**src/rtl/mycpu_iodev.sv**
```systemverilog
// Small I/O device for mycpu: GPIO out/in registers plus a 16-bit down-counting timer with interrupt.
// Eight-word window in I/O space at IO_BASE; reads are combinational, writes commit on the clock edge.
module mycpu_iodev #(
  parameter logic [15:0] IO_BASE = 16'h0000
) (
  input  logic        clk,
  input  logic        rst_n,
  input  logic [15:0] a_in,
  input  logic [15:0] d_in,
  input  logic        wen_in,
  input  logic        iom_in,
  output logic [15:0] d_out,
  input  logic [15:0] gpio_in,
  output logic [15:0] gpio_out,
  output logic        irq
);

  typedef enum logic [2:0] {
    OFF_OUT    = 3'd0,
    OFF_IN     = 3'd1,
    OFF_TCTRL  = 3'd2,
    OFF_TLOAD  = 3'd3,
    OFF_TCOUNT = 3'd4,
    OFF_TSTAT  = 3'd5,
    OFF_RSV6   = 3'd6,
    OFF_RSV7   = 3'd7
  } io_off_e;

  typedef struct packed {
    logic ie;
    logic reload;
    logic en;
  } tctrl_t;

  logic [15:0] out_q,    out_d;
  logic [15:0] sync1_q,  sync1_d;
  logic [15:0] sync2_q,  sync2_d;
  tctrl_t      tctrl_q,  tctrl_d;
  logic [15:0] tload_q,  tload_d;
  logic [15:0] tcount_q, tcount_d;
  logic        exp_q,    exp_d;

  logic    sel;
  logic    wr;
  logic    expire;
  io_off_e off;

  assign off    = io_off_e'(a_in[2:0]);
  assign sel    = iom_in && (a_in[15:3] == IO_BASE[15:3]);
  assign wr     = sel && wen_in;
  assign expire = tctrl_q.en && (tcount_q == 16'h0000);

  // Read mux: unused register bits and reserved offsets read back as zero.
  always_comb begin
    d_out = 16'h0000;
    if (sel) begin
      case (off)
        OFF_OUT:    d_out = out_q;
        OFF_IN:     d_out = sync2_q;
        OFF_TCTRL:  d_out = {13'd0, tctrl_q};
        OFF_TLOAD:  d_out = tload_q;
        OFF_TCOUNT: d_out = tcount_q;
        OFF_TSTAT:  d_out = {15'd0, exp_q};
        default:    d_out = 16'h0000;
      endcase
    end
  end

  // NOTE: every next-state signal gets its hold value first, so no path leaves it unassigned (no latch).
  always_comb begin
    out_d    = out_q;
    sync1_d  = gpio_in;
    sync2_d  = sync1_q;
    tctrl_d  = tctrl_q;
    tload_d  = tload_q;
    tcount_d = tcount_q;
    exp_d    = exp_q;

    if (tctrl_q.en) begin
      if (!expire) begin
        tcount_d = tcount_q - 16'd1;
      end else if (tctrl_q.reload) begin
        tcount_d = tload_q;
      end else begin
        tctrl_d.en = 1'b0;
      end
    end

    // Software writes come after the timer update so they override it in the same edge.
    if (wr) begin
      case (off)
        OFF_OUT:   out_d = d_in;
        OFF_TCTRL: tctrl_d = tctrl_t'(d_in[2:0]);
        OFF_TLOAD: begin
          tload_d  = d_in;
          tcount_d = d_in;
        end
        OFF_TSTAT: if (d_in[0]) exp_d = 1'b0;
        default: ;
      endcase
    end

    // Expiry wins over a coincident write-1-to-clear.
    if (expire) begin
      exp_d = 1'b1;
    end
  end

  // NOTE: state is updated with non-blocking assignments so all flops sample the same pre-edge values.
  // NOTE: every register, synchronizer stages included, is cleared by the asynchronous reset.
  always_ff @(posedge clk or negedge rst_n) begin
    if (!rst_n) begin
      out_q    <= 16'h0000;
      sync1_q  <= 16'h0000;
      sync2_q  <= 16'h0000;
      tctrl_q  <= '0;
      tload_q  <= 16'h0000;
      tcount_q <= 16'h0000;
      exp_q    <= 1'b0;
    end else begin
      out_q    <= out_d;
      sync1_q  <= sync1_d;
      sync2_q  <= sync2_d;
      tctrl_q  <= tctrl_d;
      tload_q  <= tload_d;
      tcount_q <= tcount_d;
      exp_q    <= exp_d;
    end
  end

  assign gpio_out = out_q;
  assign irq      = exp_q & tctrl_q.ie;

endmodule

```
**config.mk**
```make
export PLATFORM = sky130hd
export DESIGN_NAME = mycpu_iodev
export DESIGN_NICKNAME = d
export VERILOG_FILES = /design/src/rtl/mycpu_iodev.sv
export SDC_FILE = /design/constraint.sdc
export NUM_CORES = 1
export LEC_CHECK = 0
export ABC_AREA = 1
export ABC_CLOCK_PERIOD_IN_PS = 3600
export BUFFER_PORTS_ARGS = -buffer_cell sky130_fd_sc_hd__buf_2
export CORE_MARGIN = 4
export CORE_UTILIZATION = 60
export CTS_CLUSTER_DIAMETER = 40
export DETAILED_ROUTE_END_ITERATION = 8
export GPL_ROUTABILITY_DRIVEN = 0
export PLACE_DENSITY = 0.86
export RECOVER_POWER = 25
export SLEW_MARGIN = 10
export SYNTH_ARGS = -nofsm -noshare
export SYNTH_HDL_FRONTEND = slang
export SYNTH_SLANG_ARGS = --single-unit
export TNS_END_PERCENT = 20
```
**constraint.sdc**
```tcl
create_clock -name clk -period 3.6 [get_ports clk]
set_clock_uncertainty 0.2 [all_clocks]
set_input_delay 0.72 -clock clk [delete_from_list [all_inputs] [get_ports clk]]
set_output_delay 0.72 -clock clk [all_outputs]
set_load 0.05 [all_outputs]
```
==> flow_summary.ini, run 1 <==
[floorplan]
io-pin-count = 85
die_w_um = 93.8
initial_core_util_pct = 61.2
core_um2 = 7210
design.die.area_um2 = 8790
die_h_um = 93.8
rows = 31

[clock_network]
ctsHtreeMaxLevel = 3
clkTransAtPathRegs_ns = 0.09
cts_root_buf = clkbuf_8
cts_tree = done
numCtsBuffers = 9
clk-insertion-delay-late_ns = 0.36
cts.sinks = 84
cts_resized = 0
clock_path_buffers = 2
post-cts-setup-buffers = 0
cts_hold_buf = 0

[layout]
postLayoutCellArea_um2 = 5100
fillCellCount = 555
diodes = 0
nets = 717
synthToLayoutAreaGrowth_pct = 15.7
drive_gt1_share_pct = 20.8

[synthesis]
synth_top_cell_area_share_pct = 47.6
ys_warn_count = 0
synth_area_um2 = 4410
ys_seq_area_share_pct = 47.6
yosysTopAreaCell = dfrtp_1
syn_area_per_cell_um2 = 7.61
synth-seq-cells = 84
synth_cells = 580
yosys.cell_types.count = 31
synth_area_leaders = dfrtp_1 (48%), nand2_1 (18%), inv_1 (4.9%)
synthesis.nets = 634

[worst_setup_path]
critical_path.startpoint_type = input pin
worst_setup_path_end_kind = output pin
rr_worst_depth = 11
worstPathRequired_ns = 2.68
crit_path_frequent_cell = nor2_1
cp_top_family = buffers and inverters
path_cells = buf_2, nor2_1, nand2_1, nor2_1, and2_1, o21ai_1, buf_4, nor2_1, buf_2
crit_arrival_ns = 2.31
critPathMaxStageDelay_ns = 0.28
path_max_fanout = 10
crit_slowest_cell = o21ai_1
path_buf_inv = 3
worst-setup-path-type = in -> out
critical_path_depth = 9

[timing]
finalSetupTns_ns = 0
setup_ws_ns = 0.369
timing.final.crit_share_pct = 89.7
fmax_ghz = 0.310
setup_violations = 0
period_needed_ns = 3.23
timing.slew.headroom_pct = -32.3
tightestPinTransition_ns = 1.99
report.final.slew_viol_count = 85
final_hold_viol_count = 0
rsz0062_at_grt = no

[power]
switchingPower_mw = 0.449
sw_frac_of_total_pct = 26.1
combPwrFrac_pct = 7.1
power_frac_clock_pct = 36.5
p_per_area_nw_per_um2 = 337
pwr-share-seq_pct = 56.3
cellLeakagePower_nw = 2.77
ir_drop_mv = 0.308
internal_power_mw = 1.27

[grt]
grt_pass1_vias = 4271
track_usage_pct = 28.8
grt_max_degree = 85
grt-ovfl-total = 0
grt_pass1_wl_mm = 20.1
grt_antenna_before_repair = 0

[drt]
drtAntennaViolNets = 0
totalWireLength_mm = 12.0
viasPerCell = 5.73
first_iter_violations = 408
firstDrtPassIters = 5
routedWlPerCell_um = 15.6
vias = 4393
post-route-drc-count = 0

[place]
place_area_um2 = 4920
preCtsSetupSlack_ns = 0.392
dp_hpwl_mm = 8.75
port_buffers = 84

[outcome]
outcome = finished with violations
failed_checks = max-capacitance violations, max-slew violations

[hold_path]
holdPathStages = 0
min_path_type = reg -> reg

[job]
drv_cap = 1
-- through the flow --
step	std cells	total power [mW]	hold slack (ns)	utilization (%)
after floorplan	580	1.04	0.131	-
after global placement	751	1.10	0.132	68.2
after detailed placement	751	1.11	0.135	68.2
after CTS	767	1.73	0.156	70.8
after global routing	767	1.79	0.161	70.7
final	767	1.72	0.154	70.7
-- registers in the layout, summed over array words and instances, names as in the netlist --
name      cells
tload_q      16
sync2_q      16
tctrl_q       3
exp_q         1
sync1_q      16
tcount_q     16
gpio_out     16
-- cells in the mapped netlist (all sizes together) --
| cell type | count |
|---|---|
| buf | 13 |
| o21ai | 51 |
| a31oi | 3 |
| a221oi | 13 |
| nor3 | 2 |
| a21oi | 4 |
| nand2 | 218 |
| and3 | 1 |
| nor2 | 54 |
| o31ai | 1 |
| and2 | 1 |
| nand3 | 34 |
| nand4 | 17 |
| dfrtp | 84 |
| ha | 2 |
| o22ai | 5 |
| or2 | 1 |
| clkbuf | 5 |
| xor2 | 4 |
| inv | 67 |
-- layout by cell type, fill, tap and decap left out, types with 6 or more instances in the layout --
| master | Yosys | routed |
|---|---|---|
| o21ai_0 | 37 | 37 |
| nand2_1 | 216 | 216 |
| a221oi_2 | 8 | 8 |
| nand3_1 | 30 | 30 |
| nand4_1 | 17 | 17 |
| nor2_1 | 45 | 44 |
| inv_1 | 58 | 58 |
| o21ai_1 | 14 | 14 |
| clkbuf_8 | 0 | 9 |
| inv_2 | 9 | 9 |
| buf_4 | 1 | 6 |
| dfrtp_1 | 84 | 84 |
| buf_2 | 11 | 83 |
-- metal layers --
layer	share of wire, %	up-vias	global-route usage, %
met5	0	-	0
met4	2.2	0	10.7
met3	9.9	33	4.49
met2	49	289	46.7
met1	39	2036	39.3
li1	-	2035	-
-- cells by family after synthesis --
family	share of synthesized area, %
simple gates	32.1
xor+xnor	0.794
flops	47.6
fa+ha+maj	0.567
compound gates	11.3
buf+inv	7.63
-- cell type report --
type / instances / area [um2] / share of cell area, %
clock inverter: 6 / 56.3 / 1.10
sequential: 84 / 2100 / 41.2
inverter: 67 / 251 / 4.93
timing repair buffer: 90 / 465 / 9.12
multi-input combinational: 411 / 1980 / 38.7
tap: 99 / 124 / 2.43
clock buffer: 10 / 128 / 2.50
-- power groups by stage --
| stage | combinational, mW | sequential [mW] | clock, mW |
|---|---|---|---|
| final | 0.123 | 0.968 | 0.627 |
| after global routing | 0.138 | 0.970 | 0.684 |
| after CTS | 0.122 | 0.968 | 0.637 |
| after detailed placement | 0.121 | 0.987 | 0 |
| after global placement | 0.117 | 0.986 | 0 |
| after floorplan | 0.0546 | 0.985 | 0 |
-- final timing paths --
check,from,to,slack (ns)
max reg2reg,tcount_q[0],tcount_q[11],1.45
max in group asynchronous,rst_n,tload_q[0],1.30
max,a_in[10],d_out[9],0.37
min,sync1_q[9],sync2_q[9],0.15
min in group asynchronous,rst_n,tcount_q[9],0.69
min reg2reg,sync1_q[9],sync2_q[9],0.15
Power figures use the tool's default switching activity.
==> inputs of run 2 (changes only) <==
- ABC_CLOCK_PERIOD_IN_PS: 3600 -> 4150
- CORE_UTILIZATION: 60 -> 62
- CTS_BUF_LIST: default -> sky130_fd_sc_hd__clkbuf_4 sky130_fd_sc_hd__clkbuf_8
- PLACE_DENSITY: 0.86 -> 0.88
- clock period: 3.6 -> 4.15 ns (I/O delays scaled with it)
==> run 2 against run 1 <==
  * The run still ends with max-capacitance violations, max-slew violations left
  * Largest power group unchanged
  * Hold slack better by 0.00074 ns
  * Routed wire length is 0.91% higher
  * Die area is 3.0% lower
  * Sequential power is 13% lower
  * Setup slack better by 0.34 ns
  * Final cell count is 0.52% lower
  * Clock power is 7.5% higher
  * Utilization is 4.1 points higher
==> flow_summary.ini, run 2 (synthesis gave the netlist of run 1 again) <==
[place]
port_buffers = 84
dp_hpwl_mm = 8.84
preCtsSetupSlack_ns = 0.574
place_area_um2 = 4910

[clock_network]
post-cts-setup-buffers = 0
cts_root_buf = clkbuf_8
ctsHtreeMaxLevel = 3
clkTransAtPathRegs_ns = 0.09
cts_hold_buf = 0
cts.sinks = 84
cts_tree = done
numCtsBuffers = 9
cts_resized = 0
clock_path_buffers = 2
clk-insertion-delay-late_ns = 0.37

[floorplan]
core_um2 = 6870
die_w_um = 92.4
initial_core_util_pct = 64.2
design.die.area_um2 = 8530
die_h_um = 92.4
io-pin-count = 85
rows = 30

[timing]
whs_ns = 0.154
tightestPinTransition_ns = 2.01
rsz0062_at_grt = no
final_hold_viol_count = 0
timing.slew.headroom_pct = -33.8
timing.final.crit_share_pct = 82.8
setup_violations = 0
setup_ws_ns = 0.714
finalSetupTns_ns = 0
period_needed_ns = 3.44
report.final.slew_viol_count = 85
fmax_ghz = 0.291

[hold_path]
min_path_type = reg -> reg

[drt]
routedWlPerCell_um = 15.9
totalWireLength_mm = 12.1
viasPerCell = 5.79
drtAntennaViolNets = 0
vias = 4420
firstDrtPassIters = 5
first_iter_violations = 520
post-route-drc-count = 0

[worst_setup_path]
path_buf_inv = 2
crit_arrival_ns = 2.41
crit_path_frequent_cell = buf_2
cp_top_family = compound AO/OA/AOI/OAI gates
worst_setup_path_end_kind = output pin
path_max_fanout = 17
critical_path.startpoint_type = input pin
path_cells = buf_2, nor2_1, nand2_1, o21ai_1, a21oi_1, a31oi_1, buf_2
reg2reg_slack_ns = 1.93
crit_slowest_cell = nand2_1
worst-setup-path-type = in -> out
worstPathRequired_ns = 3.12
critPathMaxStageDelay_ns = 0.35

[grt]
grt_pass1_vias = 4294
grt_max_degree = 85
grt-ovfl-total = 0
grt_antenna_before_repair = 0
track_usage_pct = 29.8
grt_pass1_wl_mm = 20.1

[layout]
postLayoutCellArea_um2 = 5140
fin_util_pct = 74.9
layout_common_cells = nand2_1 (216), dfrtp_1 (84), buf_2 (83), inv_1 (58), nor2_1 (44)
fillCellCount = 489
drive_gt1_share_pct = 21.0
diodes = 0
nets = 716
layout_commonest_cell = nand2_1
synthToLayoutAreaGrowth_pct = 16.6

[power]
p_per_area_nw_per_um2 = 315
ir_drop_mv = 0.486
cellLeakagePower_nw = 2.79

[outcome]
outcome = finished with violations
failed_checks = max-capacitance violations, max-slew violations

[job]
drv_cap = 1
-- run 2: cell types whose count changed in the layout (fill, tap and decap cells not counted) --
cell	change
bufinv_16	+2
buf_4	-1
clkbuf_1	-1
inv_6	-1
o21ai_1	-1
o21ai_2	+1
-- run 2: final timing paths --
| kind | depth (start not counted) | endpoint | startpoint |
|---|---|---|---|
| setup / recovery | 7 | d_out[2] | a_in[0] |
| hold / removal | 0 | sync2_q[6] | sync1_q[6] |
| max in group asynchronous | 1 | tcount_q[7] | rst_n |
| hold reg to reg | 0 | sync2_q[6] | sync1_q[6] |
| min in group asynchronous | 1 | tload_q[9] | rst_n |
| setup reg to reg | 13 | tcount_q[1] | tcount_q[0] |
-- run 2: worst reg2reg max path, cell delays in order, from the launching register on --
cell     delay, ns
dfrtp_1       0.38
inv_1         0.19
ha_1          0.25
inv_1         0.05
nor2_1        0.12
nand2_1       0.06
nor2_1        0.08
nand3_1       0.17
nor2_1        0.29
nand2_1       0.09
nand2_1       0.07
nand2_1       0.04
nand2_1       0.08
nand2_1       0.05
-- run 2: routing by layer --
metal  vias up  global-route usage (%)  share of wire (%)
met2       263                    47.6                 49
met1      2092                    39.9                 40
met5         -                       0                  0
li1       2026                       -                  -
met4         0                    13.2                3.1
met3        39                    5.20                8.2
-- run 2: cell type report --
| cell class | count | area [um2] | area share (%) |
|---|---|---|---|
| Clock buffer | 9 | 124 | 2.41 |
| Clock inverter | 7 | 108 | 2.09 |
| Inverter | 67 | 251 | 4.89 |
| Multi-Input combinational cell | 411 | 1980 | 38.5 |
| Sequential cell | 84 | 2100 | 40.9 |
| Tap cell | 96 | 120 | 2.34 |
| Timing Repair Buffer | 89 | 458 | 8.90 |
-- run 2: stage by stage --
stage	std cells	power (mW)
after global routing	763	1.68
after detailed placement	747	0.962
after floorplan	580	0.902
after global placement	747	0.957
final	763	1.62
after CTS	763	1.62
-- run 2: power by group --
part           total [mW]  switching [mW]  leakage (nW)  internal [mW]
Clock               0.674           0.325         0.113          0.349
Combinational       0.108          0.0713          1.68         0.0365
Sequential          0.840         0.00587         0.990          0.834
Total                1.62           0.402          2.79           1.22
